[config.mk]
export PLATFORM = sky130hd
export DESIGN_NAME = chroma_decimate_fir
export DESIGN_NICKNAME = d
export VERILOG_FILES = /design/src/rtl/chroma_decimate_fir.sv
export SDC_FILE = /design/constraint.sdc
export NUM_CORES = 1
export LEC_CHECK = 0
export CORE_MARGIN = 3
export CORE_UTILIZATION = 49
export DETAILED_ROUTE_END_ITERATION = 7
export DONT_BUFFER_PORTS = 1
export PLACE_DENSITY_LB_ADDON = 0.1
export SYNTH_ARGS = -nofsm -noshare
export SYNTH_HDL_FRONTEND = slang
export SYNTH_SLANG_ARGS = --single-unit
[constraint.sdc]
create_clock -name CLOCK_50_I -period 6.3 [get_ports CLOCK_50_I]
set_input_delay 0.63 -clock CLOCK_50_I [delete_from_list [all_inputs] [get_ports CLOCK_50_I]]
set_output_delay 0.63 -clock CLOCK_50_I [all_outputs]
set_load 0.01 [all_outputs]
[src/rtl/chroma_decimate_fir.sv]
// ============================================================================
// Module      : chroma_decimate_fir
// Description : 2:1 horizontal chroma decimator (11-tap symmetric FIR, 8-bit
//               clip), packing output pairs into 16-bit SRAM write words.
// Revision    : 1.0 - initial release
// ============================================================================
`default_nettype none

module chroma_decimate_fir #(
    parameter int LINE_WIDTH = 320
) (
    input  logic        CLOCK_50_I,
    input  logic        resetn,
    input  logic        in_valid,
    output logic        in_ready,
    input  logic [7:0]  in_data,
    input  logic        in_sol,
    output logic        out_valid,
    input  logic        out_ready,
    output logic [15:0] out_data,
    output logic        out_eol,
    output logic        sol_err
);

    localparam int c_CNT_W = $clog2(LINE_WIDTH + 1);
    localparam int c_IDX_W = $clog2(LINE_WIDTH / 2);
    localparam logic [c_CNT_W-1:0] c_LINE     = c_CNT_W'(LINE_WIDTH);
    localparam logic [c_IDX_W-1:0] c_LAST_IDX = c_IDX_W'(LINE_WIDTH / 2 - 1);

    typedef enum logic [2:0] {
        S_IDLE  = 3'd0,
        S_SHIFT = 3'd1,
        S_MAC0  = 3'd2,
        S_MAC1  = 3'd3,
        S_MAC2  = 3'd4,
        S_MAC3  = 3'd5,
        S_WRITE = 3'd6
    } state_t;

    state_t               r_state;
    state_t               w_next;
    logic [7:0]           r_win [0:10];
    logic [c_CNT_W-1:0]   r_in_cnt;
    logic [2:0]           r_need;
    logic [c_IDX_W-1:0]   r_idx;
    logic signed [19:0]   r_acc;
    logic [7:0]           r_hold;

    logic                 w_real_avail;
    logic                 w_load;
    logic                 w_shift;
    logic                 w_shift_real;
    logic signed [19:0]   w_c5;
    logic signed [19:0]   w_p46;
    logic signed [19:0]   w_p28;
    logic signed [19:0]   w_p010;
    logic signed [19:0]   w_sum;
    logic [7:0]           w_y;

    assign w_real_avail = (r_in_cnt < c_LINE);

    // Tap pairs are summed before multiplying, exploiting filter symmetry
    assign w_c5   = signed'(20'(r_win[5]));
    assign w_p46  = signed'(20'(r_win[4]) + 20'(r_win[6]));
    assign w_p28  = signed'(20'(r_win[2]) + 20'(r_win[8]));
    assign w_p010 = signed'(20'(r_win[0]) + 20'(r_win[10]));
    assign w_sum  = r_acc + 20'sd21 * w_p010;

    // 131071 is the largest accumulator whose >>>9 still fits in 8 bits
    assign w_y = (w_sum < 20'sd0)      ? 8'd0   :
                 (w_sum > 20'sd131071) ? 8'd255 : w_sum[16:9];

    always_ff @(posedge CLOCK_50_I or negedge resetn) begin
        if (!resetn) begin
            r_state <= S_IDLE;
        end else begin
            r_state <= w_next;
        end
    end

    always_comb begin
        w_next       = r_state;
        in_ready     = 1'b0;
        w_load       = 1'b0;
        w_shift      = 1'b0;
        w_shift_real = 1'b0;
        case (r_state)
            S_IDLE: begin
                in_ready = 1'b1;
                if (in_valid && in_sol) begin
                    w_load = 1'b1;
                    w_next = S_SHIFT;
                end
            end
            S_SHIFT: begin
                in_ready     = w_real_avail;
                w_shift_real = w_real_avail && in_valid;
                // Past the line end the edge sample is replicated once per cycle
                w_shift      = w_shift_real || !w_real_avail;
                if (w_shift && (r_need == 3'd1)) begin
                    w_next = S_MAC0;
                end
            end
            S_MAC0:  w_next = S_MAC1;
            S_MAC1:  w_next = S_MAC2;
            S_MAC2:  w_next = S_MAC3;
            S_MAC3:  w_next = r_idx[0] ? S_WRITE : S_SHIFT;
            S_WRITE: begin
                if (out_ready) begin
                    w_next = out_eol ? S_IDLE : S_SHIFT;
                end
            end
            default: w_next = S_IDLE;
        endcase
    end

    always_ff @(posedge CLOCK_50_I or negedge resetn) begin
        if (!resetn) begin
            for (int k = 0; k < 11; k++) begin
                r_win[k] <= 8'd0;
            end
            r_in_cnt  <= '0;
            r_need    <= 3'd0;
            r_idx     <= '0;
            r_acc     <= 20'sd0;
            r_hold    <= 8'd0;
            out_data  <= 16'd0;
            out_valid <= 1'b0;
            out_eol   <= 1'b0;
            sol_err   <= 1'b0;
        end else begin
            sol_err <= 1'b0;
            if (w_load) begin
                for (int k = 0; k < 11; k++) begin
                    r_win[k] <= in_data;
                end
                r_in_cnt <= c_CNT_W'(1);
                r_need   <= 3'd5;
                r_idx    <= '0;
            end
            if (w_shift) begin
                for (int k = 0; k < 10; k++) begin
                    r_win[k] <= r_win[k+1];
                end
                if (w_shift_real) begin
                    r_win[10] <= in_data;
                    r_in_cnt  <= r_in_cnt + c_CNT_W'(1);
                    sol_err   <= in_sol;
                end
                r_need <= r_need - 3'd1;
            end
            case (r_state)
                S_MAC0: r_acc <= (w_c5 <<< 8) + 20'sd256;
                S_MAC1: r_acc <= r_acc + 20'sd159 * w_p46;
                S_MAC2: r_acc <= r_acc - 20'sd52 * w_p28;
                S_MAC3: begin
                    r_idx <= r_idx + c_IDX_W'(1);
                    if (!r_idx[0]) begin
                        r_hold <= w_y;
                        r_need <= 3'd2;
                    end else begin
                        out_data  <= {r_hold, w_y};
                        out_valid <= 1'b1;
                        out_eol   <= (r_idx == c_LAST_IDX);
                    end
                end
                S_WRITE: begin
                    if (out_ready) begin
                        out_valid <= 1'b0;
                        out_eol   <= 1'b0;
                        r_need    <= 3'd2;
                    end
                end
                default: ;
            endcase
        end
    end

endmodule

`default_nettype wire

## Yosys cells after proc, flatten, opt, wreduce, memory -nomap -nowiden

Index checks and enable logic that the tools add are counted.

- Output and inout port bits: 20
- Logic and storage cells: 98
- Flip-flop bits (word level): 158
- Input bits: 13

- Equal/unequal tests: 12
- Bitwise logic cells: 1
- Reduce and logical (&&, ||, !) cells: 14
- Mux-type cells: 34
- $add $sub $neg: 10
- Multipliers: 3
- Magnitude comparators: 3

Operators by type and width:

| operator | count |
|---|---|
| 88-bit two-way mux | 2 |
| 20-bit one-hot mux with 3 select lines | 1 |
| 8-bit two-way mux | 5 |
| 8-bit by 8-bit adder with 9-bit output | 3 |
| 9-bit two-way mux | 3 |
| 3-bit two-way mux | 8 |
| 3-bit one-hot mux with 7 select lines | 1 |
| 20-bit by 15-bit adder with 20-bit output | 1 |
| 20-bit by 18-bit adder with 20-bit output | 1 |
| 20-bit by 18-bit greater-than comparator with 1-bit output (second input constant) | 1 |
| 20-bit by 1-bit less-than comparator with 1-bit output (second input constant) | 1 |
| 20-bit by 16-bit subtractor with 20-bit output | 1 |
| 16-bit by 9-bit adder with 17-bit output (second input constant) | 1 |
| 8-bit by 9-bit multiplier with 17-bit output (first input constant) | 1 |
| 5-bit by 9-bit multiplier with 14-bit output (first input constant) | 1 |
| 4-bit by 9-bit multiplier with 13-bit output (first input constant) | 1 |
| 1-bit two-way mux | 10 |
| 9-bit by 1-bit adder with 9-bit output (second input constant) | 1 |
| 3-bit == test (second input constant) | 3 |
| 9-bit less-than comparator (second input constant) | 1 |
| 8-bit by 1-bit adder with 8-bit output (second input constant) | 1 |
| 8-bit == test (second input constant) | 1 |
| 2-bit inequality test (second input constant) | 4 |
| 3-bit by 1-bit == test with 1-bit output (second input constant) | 2 |
| other kinds (13) | 22 |

## Longest topological paths before layout

- Depth after elaboration: 7
- Depth in mapped cells: 32
- Depth with buffers taken out: 32

## Worst setup path before layout

OpenSTA, ideal clock, no wires.

- Path kind: reg2reg
- Start point: register r_win[32] in the netlist's numbering
- End point: register r_acc[16]
- Cell stages (with the launch flop): 31
- Clock period less this slack: 6.899 ns
- Path buffers: 0
- Setup time: 0.135 ns
- Arrival: 6.765 ns
- Required time: 6.165 ns
- Setup slack: -0.599 ns
- Cells stage by stage: dfrtp_1 -> ha_1 -> inv_1 -> fa_1 -> inv_1 -> a21oi_1 -> o21bai_1 -> a21oi_1 -> o21bai_1 -> xor2_1 -> fa_1 -> ha_1 -> inv_1 -> fa_1 -> fa_1 -> inv_1 -> ha_1 -> or2_2 -> o22ai_1 -> inv_1 -> a21oi_1 -> xnor2_1 -> ha_1 -> a21o_1 -> a21o_1 -> a2111oi_4 -> o311ai_1 -> a31oi_2 -> xnor2_1 -> a2111oi_2 -> a211oi_1

- Longest elaborated chain between the ends: 4

Ends and longest elaborated chain:

| what | line | text |
|---|---|---|
| from (decl) | 42 | `logic [7:0] r_win [0:10];` |
| from (signal, indexed assignment) | 135 | `r_win[k] <= in_data;` |
| from (signal, indexed assignment) | 143 | `r_win[k] <= r_win[k+1];` |
| 8-bit by 8-bit adder with 9-bit output | 64 | `assign w_p46 = signed'(20'(r_win[4]) + 20'(r_win[6]));` |
| 8-bit by 9-bit multiplier with 17-bit output | 154 | `S_MAC1: r_acc <= r_acc + 20'sd159 * w_p46;` |
| 20-bit by 18-bit adder with 20-bit output | 154 |  |
| 20-bit one-hot mux with 3 select lines | 152 | `case (r_state)` |
| to (signal assigned) | 153 | `S_MAC0: r_acc <= (w_c5 <<< 8) + 20'sd256;` |
| to (signal assigned) | 154 |  |
| to (signal assigned) | 155 | `S_MAC2: r_acc <= r_acc - 20'sd52 * w_p28;` |
| to (decl) | 46 | `logic signed [19:0] r_acc;` |

No other way between the ends.
A chain may end at the register's enable or synchronous reset.

## Worst setup path after layout

- Start point: register r_win[33] in the netlist's numbering
- End point: register r_acc[16]

Same word-level chain as after synthesis.

==> results.md <==
- Vias in the first global route: 9,860
- GR Overflow Total: 0
- H-tree levels: 4
- Core area: 24,700 um^2
- Min Tclk post-route: 6600 ps
- Drt first pass iters: 5
- Drt total wl: 31,100 um
- Layout cells sized above 1: 17.9%
- Clock root cell: clkbuf_16
- Slew headroom: 36.9%
- CP required: 6610 ps
- Setup violators final: 5
- TritonCTS Buffers: 17
- Met3 Resource Use GR: 3.62%
- Violated checks: negative setup slack
- DP Wirelength: 23,600 um
- Placed Area: 13,600 um^2
- Pin count of the biggest net entering global routing: 159
- Final period util: 105%
- R2R Setup Slk: -300 ps
- Mean Syn Cell Area: 9.47 um^2
- Worst R2R End: r_acc[16]$_DFFE_PN0N_
- GPL Wtd Cong: 0.859
- CP max FO: 4
- Max Slew Vio Count: 0
- Min-Delay Path Class: in -> async
- Critical path class: reg -> reg
- Setup_tns: -1000 ps
- DIE AREA: 27,600 um^2
- Setup crit end kind: flop
- Io pins: 33
- Final instance area: 14,700 um^2
- Synth Register Bits: 158
- Main synth FF type: dfrtp_1
- GR peak layer: met2
- Worst slew pin tran: 944 ps
- Final Skew: 15.1 ps
- Initial antenna violation count: 0
- EDFF count, synth: 0
- First-pass GRT wire length: 51,000 um
- Largest delay share family, worst path: adder cells
- Syn Std Cell Area: 12,500 um^2
- Initial Util: 50.7%
- Routed length per instance: 17.9 um
- Maximum clock path buffer count: 2
- Post-Syn Instances: 1,325
- Routed Antenna Nets: 0
- Initial DRC count: 615
- Pre-CTS setup slack: -445 ps
- Core Rows: 57
- CP max stage cell: fa_1
- Die height: 166 um
- Buf+Inv Stages, Crit Path: 7
- RSZ-0062 raised after global routing: true
- CP arrival: 6900 ps
- Synthesized Nets: 1,540
- CTS tree: built
- Crit-path max cell delay: 570 ps
- Crit start category: flop
- Routed vias: 10.1k
- Filler cells: 2,134
- Drt drc: 0
- Antenna cells: 0
- Yosys cell types: 79
- Area Overhead vs Synth: 17.2%
- Sink Count: 158
- Post-synthesis sequential area ratio: 31.5%
- Clock Pin Slew Worst Setup and Hold Paths: 70 ps
- Number of synthesis warnings: 0
- Critical R2R Launch: r_win[33]$_DFFE_PN0P_
- Gr usage total: 22.5%
- Die W: 166 um
- Final worst slack: -299 ps
- M2 GR Usage: 36.8%
- R2R cell count: 31
- Port-buffer cells: 0
- Worst-Skew Late Latency: 440 ps
- Fmax: 0.152 GHz
- Vias per cell: 5.78
- Max-Cap Viols: 0
- Hold Fails Final Rpt: 0
- Met1 usage: 31.6%
- Total Nets Final: 1,622
- Outcome: finished, violations left
- Synth async-reset ratio: 100%
- Most used cell, CP: inv_2
## cells by family after synthesis
family | after synthesis | share of synthesized area (%)
xor+xnor | 79 | 5.52
buf+inv | 199 | 6.05
mux | 12 | 1.04
flops | 158 | 31.5
compound gates | 368 | 21.9
simple gates | 307 | 11.4
fa+ha+maj | 202 | 22.7
## placed cells by master, fill, tap and decap left out, drive strengths merged, types with 21 or more instances in the layout
master    n
fa       42
a21o     21
nor2     87
xor2     24
dfrtp   158
buf     110
o21ai    55
nand2    91
nand3    34
a221o    83
xnor2    55
nor3     23
ha      160
inv     158
a21oi    84
## sequential cells by signal, summed over array words and instances, names as in the netlist
register,flops
r_in_cnt,9
r_hold,8
sol_err,1
out_valid,1
r_need,3
r_win,88
r_acc,20
r_idx,8
r_state,3
out_eol,1
out_data,16
## final cells by class
class | count | area (um^2) | share of cell area, %
repair buffers | 110 | 872 | 5.93
multi-input cells | 968 | 8290 | 56.4
inverters | 152 | 571 | 3.88
well taps | 324 | 405 | 2.76
clock inverters | 14 | 176 | 1.20
flip-flops and latches | 158 | 3950 | 26.9
clock buffers | 17 | 425 | 2.89
## per-stage QoR
stage                     hold slack, ps  util, %  cells
final                                168     59.4   1743
after global routing                 272     59.4   1743
after CTS                            252     57.9   1735
after detailed placement             338     54.9   1697
after global placement               338     54.9   1697
after floorplan                      334        -   1325
## what timing repair did
item                                    4_1_cts  5_1_grt
endpoints found under the setup margin        7       24
hold buffers                                  1        0
pin swaps                                    19       47
hold endpoints to repair                    158        0
resized for setup                            21       63
setup buffers                                 7        8
## Yosys cell counts, types with 4 or more instances
| master | n | area [um^2] |
|---|---|---|
| ha_1 | 160 | 2000 |
| dfrtp_1 | 158 | 3950 |
| inv_1 | 151 | 567 |
| nand2_1 | 90 | 338 |
| nor2_1 | 86 | 323 |
| a21oi_1 | 83 | 415 |
| a221o_1 | 83 | 831 |
| xnor2_1 | 55 | 482 |
| o21ai_0 | 46 | 230 |
| fa_1 | 42 | 841 |
| clkbuf_1 | 41 | 154 |
| nand3_1 | 34 | 170 |
| xor2_1 | 24 | 210 |
| nor3_1 | 23 | 115 |
| a21o_1 | 21 | 158 |
| o21bai_1 | 17 | 128 |
| o31ai_1 | 17 | 128 |
| and2_1 | 15 | 93.8 |
| o21a_1 | 10 | 75.1 |
| nand2b_1 | 9 | 56.3 |
| nand4_1 | 9 | 56.3 |
| a211oi_1 | 8 | 60.1 |
| mux2_2 | 8 | 90.1 |
| nor2b_1 | 8 | 50.1 |
| a311oi_1 | 7 | 61.3 |
| o21ai_1 | 7 | 35.0 |
| a31oi_1 | 6 | 37.5 |
| and3_1 | 5 | 31.3 |
| o211ai_1 | 5 | 37.5 |
| o22ai_1 | 5 | 31.3 |
| or3_1 | 5 | 31.3 |
| a211o_1 | 4 | 35.0 |
| mux2i_1 | 4 | 40.0 |
## layer usage
| layer | part of all wire (%) | wire length, um |
|---|---|---|
| met3 | 4.3 | 1340 |
| met2 | 47 | 14700 |
| met5 | 0 | 0 |
| met4 | 1.4 | 435 |
| met1 | 47 | 14700 |
## worst max-delay path by stage
stage | from | to | slack, ps | depth (start not counted)
floorplan | r_win[48]$_DFFE_PN0P_ | r_acc[19]$_DFFE_PN0N_ | -260 | 30
global placement | r_win[48]$_DFFE_PN0P_ | r_acc[19]$_DFFE_PN0N_ | -280 | 31
detailed placement | r_win[32]$_DFFE_PN0P_ | r_acc[16]$_DFFE_PN0N_ | -450 | 30
CTS | r_win[48]$_DFFE_PN0P_ | r_acc[16]$_DFFE_PN0N_ | -230 | 29
global route | r_win[32]$_DFFE_PN0P_ | r_acc[16]$_DFFE_PN0N_ | -670 | 33
finish | r_win[33]$_DFFE_PN0P_ | r_acc[16]$_DFFE_PN0N_ | -300 | 31
Power is not shown: default switching activity piles up to over one toggle a cycle in this logic, so the estimate is an artifact.
